## src/rtl/lutram_read_server.sv

```systemverilog
// LUT-RAM with a post-reset init sweep and a 2-deep
// read-response queue (1-cycle latency, read-before-write).
module lutram_read_server #(
  parameter int addr_width = 4,
  parameter int data_width = 8,
  parameter int lo = 0,
  parameter int hi = 11,
  parameter logic [data_width-1:0] init_val = '0
) (
  input  logic                  CLK,
  input  logic                  RST,
  input  logic                  WR_EN,
  input  logic [addr_width-1:0] WR_ADDR,
  input  logic [data_width-1:0] WR_DATA,
  input  logic                  RD_REQ_EN,
  input  logic [addr_width-1:0] RD_REQ_ADDR,
  output logic                  RD_REQ_RDY,
  output logic                  RSP_VALID,
  output logic [data_width-1:0] RSP_DATA,
  output logic                  RSP_OOB,
  input  logic                  RSP_DEQ,
  output logic                  INIT_DONE
);

  typedef enum logic {INIT, RUN} state_t;

  state_t                state_q, state_d;
  logic [addr_width-1:0] ptr_q, ptr_d;
  logic [1:0]            cnt_q, cnt_d;
  logic [data_width-1:0] hd_q, hd_d;
  logic [data_width-1:0] tl_q, tl_d;
  logic                  ho_q, ho_d;
  logic                  to_q, to_d;
  logic                  done_q, done_d;

  logic [data_width-1:0] arr [lo:hi];

  function automatic logic in_rng(
    input logic [addr_width-1:0] a
  );
    int v;
    v = int'(a);
    return (v >= lo) && (v <= hi);
  endfunction

  logic                  rd_in;
  logic                  wr_in;
  logic [data_width-1:0] rd_data;
  logic                  acc;
  logic                  deq;

  assign rd_in   = in_rng(RD_REQ_ADDR);
  assign wr_in   = in_rng(WR_ADDR);
  assign rd_data = rd_in ? arr[RD_REQ_ADDR] : '0;

  assign RD_REQ_RDY = (state_q == RUN) &&
                      (cnt_q != 2'd2) && !RST;
  assign acc = RD_REQ_EN && RD_REQ_RDY;
  assign deq = RSP_DEQ && (cnt_q != 2'd0);

  assign RSP_VALID = (cnt_q != 2'd0);
  assign RSP_DATA  = hd_q;
  assign RSP_OOB   = ho_q;
  assign INIT_DONE = done_q;

  // Async read happens before the edge, so same-cycle
  // writes are only seen by later requests.
  always_ff @(posedge CLK) begin
    if (!RST) begin
      if (state_q == INIT)
        arr[ptr_q] <= init_val;
      else if (WR_EN && wr_in)
        arr[WR_ADDR] <= WR_DATA;
    end
  end

  always_comb begin
    state_d = state_q;
    ptr_d   = ptr_q;
    done_d  = done_q;
    cnt_d   = cnt_q;
    hd_d    = hd_q;
    ho_d    = ho_q;
    tl_d    = tl_q;
    to_d    = to_q;
    if (state_q == INIT) begin
      ptr_d = ptr_q + addr_width'(1);
      if (int'(ptr_q) == hi) begin
        state_d = RUN;
        done_d  = 1'b1;
      end
    end
    if (acc && deq) begin
      if (cnt_q == 2'd1) begin
        hd_d = rd_data;
        ho_d = !rd_in;
      end else begin
        hd_d = tl_q;
        ho_d = to_q;
        tl_d = rd_data;
        to_d = !rd_in;
      end
    end else if (acc) begin
      if (cnt_q == 2'd0) begin
        hd_d = rd_data;
        ho_d = !rd_in;
      end else begin
        tl_d = rd_data;
        to_d = !rd_in;
      end
      cnt_d = cnt_q + 2'd1;
    end else if (deq) begin
      hd_d  = tl_q;
      ho_d  = to_q;
      cnt_d = cnt_q - 2'd1;
    end
  end

  always_ff @(posedge CLK) begin
    if (RST) begin
      state_q <= INIT;
      ptr_q   <= addr_width'(lo);
      cnt_q   <= 2'd0;
      hd_q    <= '0;
      ho_q    <= 1'b0;
      tl_q    <= '0;
      to_q    <= 1'b0;
      done_q  <= 1'b0;
    end else begin
      state_q <= state_d;
      ptr_q   <= ptr_d;
      cnt_q   <= cnt_d;
      hd_q    <= hd_d;
      ho_q    <= ho_d;
      tl_q    <= tl_d;
      to_q    <= to_d;
      done_q  <= done_d;
    end
  end

endmodule

```

## config.mk

```make
export PLATFORM = sky130hd
export DESIGN_NAME = lutram_read_server
export DESIGN_NICKNAME = d
export VERILOG_FILES = /design/src/rtl/lutram_read_server.sv
export SDC_FILE = /design/constraint.sdc
export NUM_CORES = 1
export LEC_CHECK = 0
export ABC_CLOCK_PERIOD_IN_PS = 6300
export CORE_UTILIZATION = 30
export CTS_BUF_LIST = sky130_fd_sc_hd__clkbuf_2 sky130_fd_sc_hd__clkbuf_4 sky130_fd_sc_hd__clkbuf_8
export DETAILED_ROUTE_END_ITERATION = 7
export GPL_TIMING_DRIVEN = 0
export MAX_ROUTING_LAYER = met4
export PLACE_DENSITY = 0.45
export SETUP_SLACK_MARGIN = 0.3
export SYNTH_ARGS = -nofsm -noshare
export SYNTH_HDL_FRONTEND = slang
export SYNTH_SLANG_ARGS = --single-unit
export TNS_END_PERCENT = 50
```

## constraint.sdc

```tcl
create_clock -name CLK -period 6.3 [get_ports CLK]
set_clock_uncertainty 0.05 [all_clocks]
set_input_delay 0.945 -clock CLK [delete_from_list [all_inputs] [get_ports CLK]]
set_output_delay 0.945 -clock CLK [all_outputs]
set_load 0.02 [all_outputs]
```

==> results.md, run 1 <==
* Post_cts resized at 0
* Iteration-0 DRC Markers at between 200 and 250
* Pwr dens at 285.9 nW/um^2
* CP Depth at 5
* Maximum fanout along the worst path at 10
* Ys async rst share at 0
* Critical path, cell by cell: clkdlybuf4s50_1 -> buf_2 -> buf_1 -> nor3b_1 -> clkdlybuf4s50_1
* Rows at 48
* Slew Limit Headroom at 0.2164
* Area share of the largest cell type after synthesis at 0.5338
* Fin area at 6395 um^2
* Vias per Instance at 4.946
* Final period util at 0.6245
* CTS clk-pin slew, worst paths at around 0.070 ns
* Cells taking the most area after synthesis: edfxtp_1 53%, dfxtp_1 9.6%, mux2i_1 7.0%, nor2_1 2.6%, buf_6 1.9%
* Grt ovf at 0
* WL/cell at between 15 and 20 um
* Actual slew at the worst max-slew pin at 1.171 ns
* Final count of negative-setup-slack endpoints at 0
* Hold Violations, Final at 0
* Number of global-route vias before repair at approximately 3,200
* Slowest cell delay on critical path at 0.61 ns
* Final Routed Wirelength at 12.70 mm
* Worst Path Required at between 5 and 6 ns
* Initial Utilization at 0.3101
* Detail Route Antenna Nets at 0
* Register area share after synthesis at 0.6302
* Die height at between 100 and 150 um
* TritonCTS clock tree: built
* Hold depth at 2
* Post-Route Utilization at 0.3672
* Crit-path slowest cell: buf_1
* Critical Path Sink Type: output pin
* Htree depth at 4
* Maximum VDD drop at around 0.13 mV
* Yosys warns at 0
* EDFF count, synth at 96
* Most frequent cell after synthesis: edfxtp_1
* Post-Synthesis Cells at 382
* Syn avg cell area at between 10 and 15 um^2
* Largest net degree at the start of global routing at 17
* Total CTS buffers at 17
* Core area at 17,420 um^2
* Hold-fix buffers, CTS at 0
* Final net count at 456
* Clock tree sinks at 122
* Main synth FF type: edfxtp_1
* Pleak at 2.264 nW
* Status: finished clean
* Distinct cells, synth at 53
* Post-Syn Area at 5400 um^2
* # placed instances at 636
* Number of max-cap violations at 0
* Critical path data arrival time at 2.94 ns
* Fin. max-slew vios at 0
* Post-synth top area cell: edfxtp_1
* Layout cell share with drive strength beyond 1 at 0.1851
* Post-DP HPWL at 8.521 mm
* Clk_lat worst skew at between 0.4 and 0.5 ns
* Yosys reg bits at 122
* Buf/Inv on CP at 4
* Crit path max-delay family: buffers and inverters
* IO Count at 33
* FILL cells at 1,707
* Chip width at around 140 um
* Worst hold path class: flip-flop to flip-flop
* Routability cong. at 0.8103
* First-pass GRT wire length at 19.08 mm
* Clock Root Buffer: clkbuf_8
* Initial antenna violation count at 0
* DRC at 0
* Net Count, Synth at 408
* Placed Area at 5972 um^2
* Final setup TNS at 0 ns
* DIE AREA at 18,540 um^2
* Most used cell, CP: clkdlybuf4s50_1
* Pre-antenna DRT Iters at 4
* GRT Total Usage at 0.1496
* RSZ-0062 raised after global routing: false
* Post-CTS Setup Repair Bufs at 0
* Register-to-Register Path Depth at 6
* Post-route insts no fill at 668
* Max Fclk at between 0.2 and 0.3 GHz
* Port bufs at 29
* Startpoint types: input port
* Crit path kind: input port to output pin
* Minimum clock period at 3.934 ns
* Antenna diodes at 0
* Commonest cells post-synth: 96 x edfxtp_1, 38 x mux2i_1, 37 x nor2_1, 26 x dfxtp_1, 14 x inv_1
* Area Overhead vs Synth at 18.42%
* Clock Tree Buf Depth at 2
* Via count at about 3,300
## worst register-to-register path, delay by kind of cell, from the launching register on
family,cells,cell delay (ns)
DFF,1,0.31
AOI/OAI and AO/OA,2,0.37
buffers and inverters,2,0.42
and+or+nand+nor,2,1.10
## worst paths after layout
| kind | startpoint | to | slack (ns) |
|---|---|---|---|
| worst max-delay path | RST | RD_REQ_RDY | 2.37 |
| worst min-delay path | to_q | to_q | 0.41 |
| worst max register to register | state_q | arr[5][6] | 3.67 |
| worst min register to register | to_q | to_q | 0.41 |
## flip-flops by register name, summed over array words and instances, names as in the netlist
name / count
arr: 96
to_q: 1
tl_q: 8
cnt_q: 2
RSP_DATA: 8
INIT_DONE: 1
state_q: 1
ptr_q: 4
RSP_OOB: 1
## cell type report
class                           count  area, um^2  share of cell area
Multi-Input combinational cell    223        1774              0.2774
Timing Repair Buffer               29       290.3             0.04539
Buffer                             23       170.2             0.02661
Inverter                           14       52.55            0.008218
Tap cell                          225       281.5             0.04402
Clock buffer                       17       234.0             0.03659
Sequential cell                   122        3403              0.5322
Clock inverter                     15       188.9             0.02954
## report_power, final
part	total, mW	internal (mW)	leakage (nW)	switching (mW)
Sequential	0.891	0.880	1.18	0.0112
Combinational	0.196	0.0876	0.886	0.108
Clock	0.742	0.398	0.196	0.344
## kinds of logic (layout without fill, tap and decap cells)
| logic type | count (synthesis) | in the layout | synth area share |
|---|---|---|---|
| multiplexers | 49 | 49 | 0.1066 |
| XOR/XNOR | 5 | 5 | 0.008111 |
| AO/OA/AOI/OAI | 72 | 72 | 0.1147 |
| buffers and inverters | 37 | 98 | 0.04124 |
| flip-flops | 122 | 122 | 0.6302 |
| adder cells (fa/ha/maj) | 5 | 5 | 0.01158 |
| AND/OR/NAND/NOR | 92 | 92 | 0.08758 |
## metrics by stage
step           power [mW]  hold slack [ns]  worst slack (ns)
2_1_floorplan       1.036           0.3866             3.382
3_3_place_gp        1.107           0.4024             2.351
3_5_place_dp        1.108           0.3996             2.329
4_1_cts             1.850           0.4110             2.340
5_1_grt             1.900           0.4305             2.230
6_report            1.828           0.4108             2.366
## per-layer routing
metal,track usage,up-vias,wire (um)
met2,0.2267,65,6082
met3,0.03654,5,526
met1,0.1969,1677,6006
met5,-,-,0
met4,0.04506,0,88
li1,-,1557,-
## cells in the final DEF (no fill, tap or decap), types with 3 or more instances in the layout
master and instances:
bufinv_16 3, nand2b_1 7, nor2b_1 6, mux2_2 5
inv_6 5, nor2_1 37, buf_6 9, inv_1 14
a311oi_2 5, nor3_1 3, a221oi_2 5, and3_1 9
a211oi_1 8, mux2i_1 38, clkbuf_8 17, buf_2 7
o21ai_0 4, o22ai_2 4, a22oi_1 10, o22ai_1 4
nand3_1 9, ha_1 5, nand2_1 9, a31oi_1 4
mux4_2 4, a21oi_1 11, xnor2_1 3, edfxtp_1 96
clkinvlp_4 5, dfxtp_1 26, clkdlybuf4s50_1 29, a31o_1 5
clkbuf_1 3
No activity file was read; power rests on OpenSTA's default activity.
==> run 2, diff against run 1 <==
ABC_CLOCK_PERIOD_IN_PS = 3500   (was 6300)
PLACE_DENSITY = 0.47   (was 0.45)
clock period = 3.5 ns   (was 6.3 ns; I/O delays follow)
==> run 2 against run 1 <==
  * First-iteration DRC count grew 7.9%
  * Via count shrank 1.5%
  * Sequential share of layout area grew 0.16 points
  * Routed wire length shrank 3.8%
  * Critical endpoint unchanged
==> results.md, run 2 (synthesis results as in run 1) <==
* Layout cell share with drive strength beyond 1 at 0.1874 (was 0.1851)
* DIE AREA at 18,540 um^2 (unchanged)
* Clock Tree Buf Depth at 2 (unchanged)
* Total CTS buffers at 17 (unchanged)
* Worst hold path class: flip-flop to flip-flop (unchanged)
* Pleak at 2.288 nW (was 2.264 nW)
* GRT Total Usage at 0.1465 (was 0.1496)
* Rows at 48 (unchanged)
* TritonCTS clock tree: built (unchanged)
* Most frequent cells in the layout: 96 x edfxtp_1, 38 x mux2i_1, 37 x nor2_1, 29 x clkdlybuf4s50_1, 26 x dfxtp_1 (unchanged)
* Minimum clock period at about 2.9 ns
* Iteration-0 DRC Markers at 233 (was 216)
* Hold Violations, Final at 0 (unchanged)
* Placed Area at 5972 um^2 (unchanged)
* Pre-antenna DRT Iters at 4 (unchanged)
* Htree depth at 4 (unchanged)
* Pwr dens at 506.8 nW/um^2 (was 285.9 nW/um^2)
* Clock tree sinks at 122 (unchanged)
* Worst Path Required at 2.92 ns (was 5.30 ns)
* Final count of negative-setup-slack endpoints at 0 (unchanged)
* Max reg flops at 96 (unchanged)
* Slew Limit Headroom at 0.2872 (was 0.2164)
* Clock Root Buffer: clkbuf_8 (unchanged)
* DRC at 0 (unchanged)
* Detail Route Antenna Nets at 0 (unchanged)
* Post-DP HPWL at 8.563 mm (was 8.521 mm)
* Number of max-cap violations at 0 (unchanged)
* Fin area at 6376 um^2 (was 6395 um^2)
* Biggest register: arr (unchanged)
* Most common library cell in the layout ignoring fill and taps: edfxtp_1 (unchanged)
* Area Overhead vs Synth at 18.07% (was 18.42%)
* Crit path kind: input port to output pin (unchanged)
* Critical path data arrival time at 2.29 ns (was 2.94 ns)
* Initial Utilization at 0.3101 (unchanged)
* Max Fclk at 0.3485 GHz
* Status: finished clean (unchanged)
* Vias per Instance at 4.874 (was 4.946)
* Port bufs at 29 (unchanged)
* Initial antenna violation count at 0 (unchanged)
* Antenna diodes at 0 (unchanged)
* Hold_sp: tl_q[4] (was to_q)
* RSZ-0062 raised after global routing: false (unchanged)
* Number of global-route vias before repair at 3,316 (was 3,243)
* Post-CTS Setup Repair Bufs at 0 (unchanged)
* WL/cell at 18.30 um (was 19.02 um)
* Launch point of the worst reg-to-reg path: cnt_q[0] (was state_q)
* Final period util at 0.8199
* Startpoint types: input port (unchanged)
* Chip width at 136.2 um (unchanged)
* Maximum fanout along the worst path at 10 (unchanged)
* Setup crit start: RST (unchanged)
* Grt ovf at 0 (unchanged)
* Actual slew at the worst max-slew pin at 1.065 ns (was 1.171 ns)
* CTS clk-pin slew, worst paths at 0.06 ns (was 0.07 ns)
* Routability cong. at 0.8386 (was 0.8103)
* First-pass GRT wire length at 18.90 mm (was 19.08 mm)
* Final setup TNS at 0 ns (unchanged)
* Die height at 136.2 um (unchanged)
* Maximum VDD drop at 0.2821 mV (was 0.1288 mV)
* Final net count at 456 (unchanged)
* IO Count at 33 (unchanged)
* Largest net degree at the start of global routing at 17 (unchanged)
* Clk_lat worst skew at 0.42 ns (was 0.43 ns)
* Fin. max-slew vios at 0 (unchanged)
* Via count at 3,256 (was 3,304)
* Total power at 3.231 mW (was 1.828 mW)
* Core area at 17,420 um^2 (unchanged)
* Critical Path Sink Type: output pin (unchanged)
* Final Routed Wirelength at 12.22 mm (was 12.70 mm)
run 2: cell count changes in the layout (fill, tap and decap cells not counted):
cell,previous run,this run
inv_6,5,0
clkinvlp_4,5,0
clkbuf_4,0,4
buf_1,2,1
clkinv_4,2,0
clkbuf_2,0,1
clkinv_2,0,7
clkbuf_8,17,18
run 2: worst max-delay path, cell delays in order:
cell and delay [ns]:
clkdlybuf4s50_1 0.41, buf_2 0.20, clkbuf_2 0.27, nor3b_1 0.25, clkdlybuf4s50_1 0.63
run 2: final timing paths:
kind	to	slack, ns	cells past startpoint
worst min register to register	tl_q[4]	0.41	2
worst max-delay path	RD_REQ_RDY	0.63	5
worst max register to register	tl_q[6]	0.92	9
worst min-delay path	tl_q[4]	0.41	2
run 2: metrics by stage:
stage / utilization / cells / setup slack, ns / hold slack [ns]
6_report: 0.3661 / 668 / 0.6303 / 0.4146
5_1_grt: 0.3661 / 668 / 0.4786 / 0.4255
4_1_cts: 0.3660 / 668 / 0.4008 / 0.4048
3_5_place_dp: 0.3429 / 636 / 0.2343 / 0.4059
3_3_place_gp: 0.3429 / 636 / 0.2982 / 0.3990
2_1_floorplan: - / 382 / 1.194 / 0.3866
run 2: per-layer routing:
layer  global-route usage  up-vias  share of wire
met1               0.1861     1630           0.47
met2               0.2273       60           0.48
met3              0.03952        9          0.038
met4              0.04383        0          0.012
li1                     -     1557              -
met5                    -        -              0
run 2: what timing repair did:
| action | in CTS | in global routing |
|---|---|---|
| hold buffers | 0 | 0 |
| gates resized for setup | 0 | 1 |
| setup endpoints to repair | 0 | 1 |
run 2: final cells by class:
class                           instances  area (um^2)
Buffer                                 23        171.4
Clock buffer                           22        277.8
Clock inverter                         10        125.1
Fill cell                            1699        11040
Inverter                               14        52.55
Multi-Input combinational cell        223         1774
Sequential cell                       122         3403
Tap cell                              225        281.5
Timing Repair Buffer                   29        290.3
run 2: power by group:
part           internal, mW  switching, mW
combinational         0.158          0.193
sequential             1.59         0.0205
clock                 0.746          0.529
total                  2.49          0.743
